--- config.mk ---
export PLATFORM = sky130hd
export DESIGN_NAME = count_run_ctrl
export DESIGN_NICKNAME = d
export VERILOG_FILES = /design/src/rtl/count_run_ctrl.sv
export SDC_FILE = /design/constraint.sdc
export NUM_CORES = 1
export LEC_CHECK = 0
export ABC_AREA = 0
export BUFFER_PORTS_ARGS = -buffer_cell sky130_fd_sc_hd__buf_2
export CAP_MARGIN = 15
export CORE_MARGIN = 5
export CORE_UTILIZATION = 30
export DETAILED_ROUTE_END_ITERATION = 8
export GPL_TIMING_DRIVEN = 0
export PLACE_DENSITY_LB_ADDON = 0.25
export RECOVER_POWER = 100
export SYNTH_ARGS = -nofsm -noshare
export SYNTH_HDL_FRONTEND = slang
export SYNTH_SLANG_ARGS = --single-unit
--- constraint.sdc ---
create_clock -name clk -period 2.9 [get_ports clk]
set_clock_uncertainty 0.2 [all_clocks]
set_input_delay 0.58 -clock clk [delete_from_list [all_inputs] [get_ports clk]]
set_output_delay 0.58 -clock clk [all_outputs]
set_load 0.05 [all_outputs]
--- src/rtl/count_run_ctrl.sv ---
// Run/pause/step sequencer: button press detection, programmable tick divider and wrapping counter.
// Optional: define COUNT_RUN_CTRL_AUTOSTOP_EN to drop from RUN to PAUSE on the wrapping tick.
module count_run_ctrl #(
  parameter int DIV_SIZE    = 5,
  parameter int DIV_DEFAULT = 5,
  parameter int CNT_SIZE    = 2,
  parameter int CNT_MAX     = 3
) (
  input  logic                clk,
  input  logic                reset,
  input  logic                start_btn,
  input  logic                stop_btn,
  input  logic                step_btn,
  input  logic [DIV_SIZE-1:0] div_sel,
  input  logic                div_load,
  output logic                tick,
  output logic [CNT_SIZE-1:0] count,
  output logic                wrap,
  output logic [1:0]          state
);

  typedef enum logic [1:0] {
    IDLE  = 2'b00,
    RUN   = 2'b01,
    PAUSE = 2'b10,
    STEP  = 2'b11
  } mode_t;

  localparam logic [DIV_SIZE-1:0] RATIO_RST = DIV_SIZE'(DIV_DEFAULT);
  localparam logic [DIV_SIZE-1:0] DIV_ONE   = DIV_SIZE'(1);
  localparam logic [CNT_SIZE-1:0] CNT_TOP   = CNT_SIZE'(CNT_MAX);
  localparam logic [CNT_SIZE-1:0] CNT_ONE   = CNT_SIZE'(1);

  mode_t               mode_q, mode_n;
  logic [DIV_SIZE-1:0] div_q, div_n;
  logic [DIV_SIZE-1:0] ratio_q, ratio_n;
  logic [CNT_SIZE-1:0] cnt_n;
  logic                tick_n, wrap_n, adv;

  // Button order in the vectors: {step, stop, start}
  logic [2:0] btn_now, btn_lvl_q, btn_prev_q, btn_arm_q, press;
  logic       start_ev, stop_ev, step_ev;

  assign btn_now = {step_btn, stop_btn, start_btn};
  // Arm only after a button has been seen low, so a level held through reset release is not a press.
  assign press    = btn_lvl_q & ~btn_prev_q & btn_arm_q;
  assign start_ev = press[0];
  assign stop_ev  = press[1];
  assign step_ev  = press[2];

  always_ff @(posedge clk or negedge reset) begin
    if (!reset) begin
      btn_lvl_q  <= '0;
      btn_prev_q <= '0;
      btn_arm_q  <= '0;
    end else begin
      btn_lvl_q  <= btn_now;
      btn_prev_q <= btn_lvl_q;
      btn_arm_q  <= btn_arm_q | ~btn_now;
    end
  end

  always_comb begin
    mode_n  = mode_q;
    div_n   = div_q;
    ratio_n = ratio_q;
    cnt_n   = count;
    tick_n  = 1'b0;
    wrap_n  = 1'b0;
    adv     = 1'b0;

    unique case (mode_q)
      IDLE: begin
        div_n = '0;
        cnt_n = '0;
        if (start_ev) mode_n = RUN;
      end
      RUN: begin
        if (stop_ev) begin
          mode_n = PAUSE;
        end else if (div_q == ratio_q - DIV_ONE) begin
          div_n = '0;
          adv   = 1'b1;
        end else begin
          div_n = div_q + DIV_ONE;
        end
      end
      PAUSE: begin
        if (stop_ev) begin
          mode_n = IDLE;
          div_n  = '0;
          cnt_n  = '0;
        end else if (start_ev) begin
          mode_n = RUN;
        end else if (step_ev) begin
          mode_n = STEP;
          adv    = 1'b1;
        end
      end
      STEP: mode_n = PAUSE;
      default: mode_n = IDLE;
    endcase

    if (adv) begin
      tick_n = 1'b1;
      if (count == CNT_TOP) begin
        cnt_n  = '0;
        wrap_n = 1'b1;
`ifdef COUNT_RUN_CTRL_AUTOSTOP_EN
        if (mode_q == RUN) mode_n = PAUSE;
`else
        mode_n = mode_n;
`endif
      end else begin
        cnt_n = count + CNT_ONE;
      end
    end

    // A load overrides the divider update from the mode logic above.
    if (div_load && (mode_q == IDLE || mode_q == PAUSE)) begin
      ratio_n = (div_sel == '0) ? DIV_ONE : div_sel;
      div_n   = '0;
    end
  end

  always_ff @(posedge clk or negedge reset) begin
    if (!reset) begin
      mode_q  <= IDLE;
      div_q   <= '0;
      ratio_q <= RATIO_RST;
      count   <= '0;
      tick    <= 1'b0;
      wrap    <= 1'b0;
    end else begin
      mode_q  <= mode_n;
      div_q   <= div_n;
      ratio_q <= ratio_n;
      count   <= cnt_n;
      tick    <= tick_n;
      wrap    <= wrap_n;
    end
  end

  assign state = mode_q;

endmodule

Yosys cells after proc, flatten, opt, wreduce, memory -nomap -nowiden. Index checks and enable logic that the tools add are counted.

Register bits: 25. Input port bits: 11. Output and inout bits: 6.

Add/subtract/negate cells: 3. Eq/ne operators: 11. Multiplexer cells: 25. Bitwise gates (word level): 5. Reduce and logical (&&, ||, !) cells: 9.

Operators by type and width (number): 5-bit two-way mux (5); 2-bit two-way mux (8); 5-bit one-hot mux with 3 select lines (1); 1-bit two-way mux (8); 2-bit one-hot mux with 4 select lines (1); 3-bit bitwise AND (2); 2-bit == test, second input constant (3); 3-bit != test, second input constant (2); 3-bit inverter (2); 3-bit AND reduction (2); 5-bit by 1-bit adder with 5-bit output, second input constant (1); 5-bit == test (1); 5-bit logical NOT (1); 5-bit by 1-bit subtractor with 5-bit output, second input constant (1); 2-bit != test, second input constant (2); 4-bit != test, second input constant (1); 2-bit one-hot mux with 2 select lines (1); 4-bit nonzero test (1); 3-bit by 2-bit != test with 1-bit output, second input constant (1); 3-bit bitwise OR (1); 3-bit nonzero test (1); 2-bit by 1-bit adder with 2-bit output, second input constant (1); 2-bit by 1-bit == test with 1-bit output, second input constant (1); 2-bit logical NOT (1); other kinds (4) (4).

Depth between registers and ports, before layout.
Depth in word-level cells: 9. Depth in mapped cells: 8.

Worst setup path before layout. OpenSTA, ideal clock, no wires.

Kind: register -> register. From: register mode_q[0] (netlist: state[0]). To: register div_q[2]. Library setup time: 126 ps. Arrival time: 2201 ps. Setup slack: 373 ps. Stages on the path, launching flop included: 8. Path buffers: 0. Period minus slack after synthesis: 2527 ps. Path through: dfrtp_1 inv_1 ha_1 o21ai_2 nand2_1 o221ai_2 nor4b_1 a221o_1.

Word-level cells in the longest chain between the ends: 5. Elaborated cells on any way between the ends: 11. Those cells by class: 4 x eq/ne; 2 x mux; 5 x reduce/logical.

Ends and longest elaborated chain: start: declaration (line 34) `mode_t mode_q, mode_n;`; start signal: assignment (line 135) `mode_q <= mode_n;`; 2-bit == test / 2-bit logical NOT (equally long branches) (line 72, 120); 1-bit logical OR (line 120) `if (div_load && (mode_q == IDLE || mode_q == PAUSE)) begin`; 1-bit logical AND (line 120); 3-bit != test (no line), or another cell as far along; 3-bit AND reduction (no line); end signal: assignment (line 136) `div_q <= div_n;`; end: declaration (line 35) `logic [DIV_SIZE-1:0] div_q, div_n;`.

Several ways; a longest one is shown, not always the timed one. A chain may end at the register's enable or synchronous reset.

Final worst setup path. Same ends and word-level chain as after synthesis.

==> out/metrics.cfg <==
[status]
status = finished clean

[grt]
grtUsageTotal = 0.0905
grt_antenna_before_repair = 0
grt_start_max_net_pins = 26
grt_pass1_wl_mm = 4.43
grt_overflow = 0
grt_pass1_vias = 1019

[timing]
hold_violations = 0
final_max_slew_viol_count = 0
grt_setup_unrepaired = no
slew_headroom = 0.139
fmax_mhz = 397
whs_ns = 0.186
finalSetupViolCount = 0
period_share = 0.868
tightest_slew_ns = 1.29
finalCriticalPeriod_ns = 2.52
setup_tns_ns = 0

[power]
ir_drop_mv = 0.310
p_comb_frac = 0.484
netSwitchingPower_w = 0.000600
p_leak_nw = 0.649
p_seq_frac = 0.368
pwr-share-clk = 0.148
p_total_w = 0.00139
cellPowerDensity_nw_per_um2 = 926
sw_frac_of_total = 0.431
internal_power_w = 0.000793

[routing]
drt_wl_total_mm = 2.50
drc_errors = 0
first_iter_violations = 19
wl_per_cell_microns = 12.8
avgViaCountPerCell = 5.01
ant_nets = 0
first_pass_iters = 4
vias = 976

[worst_setup_path]
crit_required_ns = 2.86
path_cells = inv_1 > ha_1 > o21ai_2 > nand2_1 > o221ai_2 > nor4b_1 > a221o_1
crit_slowest_cell = dfrtp_1
crit_type = flop to flop
critPathLaunchType = flop
end_kind = flop
cp_max_fo = 10
critPathMaxStageDelay_ns = 0.44
worst-path-buf-inv = 1
critPathTopFamily = compound AO/OA/AOI/OAI gates
cp.arrival_ns = 2.48

[clock_tree]
cts_setup_buffers = 0
cts_root_buf = clkbuf_8
cts_resized = 0
cts_tree = yes
cts_buffers = 3
clk_latency_ns = 0.27
cts.sinks = 25
clkTransAtPathRegs_ns = 0.09
clockBufferDepth = 2
ctsHoldBuffers = 0
cts-htree-levels = 1

[die]
fp.dieH_microns = 76.5
core_area_sq_um = 4320
die_w_microns = 76.5
num_rows = 24
io_pins = 17
start_util = 0.306
dieArea_sq_um = 5850

[logic_synthesis]
netlist_instances = 123
yosysTopAreaCell = dfrtp_1
synth.distinct_cells = 44
synthFlopType = dfrtp_1
ys_warn_count = 0
synth.yosys.seq_area_share = 0.474
synth_seq_cells = 25
synth_edf_count = 0
netlist_area_sq_um = 1330
synth_top_area_share = 0.434
syn_area_per_cell_sq_um = 10.8
yosys-top-cells-area = dfrtp_1 43%, ha_1 6.6%, dfstp_2 4.0%
mappedNetlistNets = 141
synthArstFlopShare = 1.00

[place]
dp_cells = 191
numPortBuffers = 16
gp_congestion = 0.778
dpl_cell_area_sq_um = 1470
place_hpwl_mm = 1.92

[final_layout]
seqCellArea_sq_um = 628
final_common_cell = dfrtp_1
antenna_cells = 0
area_growth_pct = 13.6
fillers = 467
final_cell_mix = 23 x dfrtp_1, 10 x nand2_1, 9 x clkbuf_1, 8 x buf_2, 7 x ha_1
multi_input_area_sq_um = 658
stdcell_count = 195
stdcell_area_sq_um = 1510
nets = 162
drive_gt1_frac = 0.161

[min_path]
hold_class = flop to flop

[run]
cap_violations = 0

-- state kept, by name, indices dropped and copies added, names as in the netlist --
register,count
btn_lvl_q,3
btn_prev_q,3
btn_arm_q,3
tick,1
div_q,5
count,2
state,2
wrap,1
ratio_q,5
-- synthesized netlist by cell type, types with 2 or more instances --
cell	number
mux2_2	4
a21oi_1	4
xnor2_1	3
nor2b_1	3
o21ai_0	5
nand3_1	4
xor2_1	3
a22o_1	3
ha_1	7
nor4b_1	2
and3b_1	2
nor2_1	3
dfstp_2	2
or2_2	2
nand2_1	10
nor3_1	3
inv_1	6
dfrtp_1	23
nand3b_1	4
nand2b_1	6
-- metal layers --
layer	global-route usage	vias to the layer above	wire [microns]
li1	-	483	-
met1	0.107	469	1120
met2	0.154	18	1240
met3	0.0201	6	77
met4	0.0420	0	55
met5	0	-	0
-- stage by stage --
stage                     setup WS (ns)   util
after floorplan                   0.373      -
after global placement            0.472  0.340
after detailed placement          0.430  0.340
after CTS                         0.386  0.351
after global routing              0.253  0.348
final                             0.383  0.348
-- final timing paths --
path                                         from                       to  slack, ns  depth (start not counted)
min reg2reg                btn_lvl_q[0]$_DFF_PN0_  btn_prev_q[0]$_DFF_PN0_       0.19                          0
max                          state[0]$_DFFE_PN0P_     div_q[2]$_DFFE_PN0P_       0.38                          7
max in group asynchronous                   reset     div_q[3]$_DFFE_PN0P_       1.37                          1
min                        btn_lvl_q[0]$_DFF_PN0_  btn_prev_q[0]$_DFF_PN0_       0.19                          0
min in group asynchronous                   reset   btn_lvl_q[0]$_DFF_PN0_       0.37                          1
max reg2reg                  state[0]$_DFFE_PN0P_     div_q[2]$_DFFE_PN0P_       0.38                          7
-- power by group through the flow --
stage | clock, W | sequential [W] | combinational, W
3_5_place_dp | 0 | 0.000521 | 0.000684
6_report | 0.000206 | 0.000513 | 0.000674
3_3_place_gp | 0 | 0.000517 | 0.000662
5_1_grt | 0.000230 | 0.000526 | 0.000750
4_1_cts | 0.000214 | 0.000515 | 0.000688
2_1_floorplan | 0 | 0.000600 | 0.000449
-- logic make-up (layout without fill, tap and decap cells) --
group           after synthesis  in the layout  share of synthesized area
simple gates                 46             46                      0.206
compound gates               26             26                      0.151
flops                        25             25                      0.474
buf+inv                       9             29                     0.0293
fa+ha+maj                     7              7                     0.0661
xor+xnor                      6              6                     0.0397
mux                           4              4                     0.0340
-- worst register-to-register path, cell delays in order, from the launching register on --
cell and delay (ns):
dfrtp_1 0.44, inv_1 0.09, ha_1 0.29, o21ai_2 0.37, nand2_1 0.20, o221ai_2 0.42
nor4b_1 0.12, a221o_1 0.28
-- layout make-up --
type                            count  area share
Sequential cell                    25       0.417
Multi-Input combinational cell     89       0.437
Timing Repair Buffer               16      0.0466
Clock buffer                        3      0.0274
Buffer                              2     0.00748
Inverter                            7      0.0175
Tap cell                           52      0.0432
Clock inverter                      1     0.00333
Note: power is estimated with default switching activity, not from simulation.
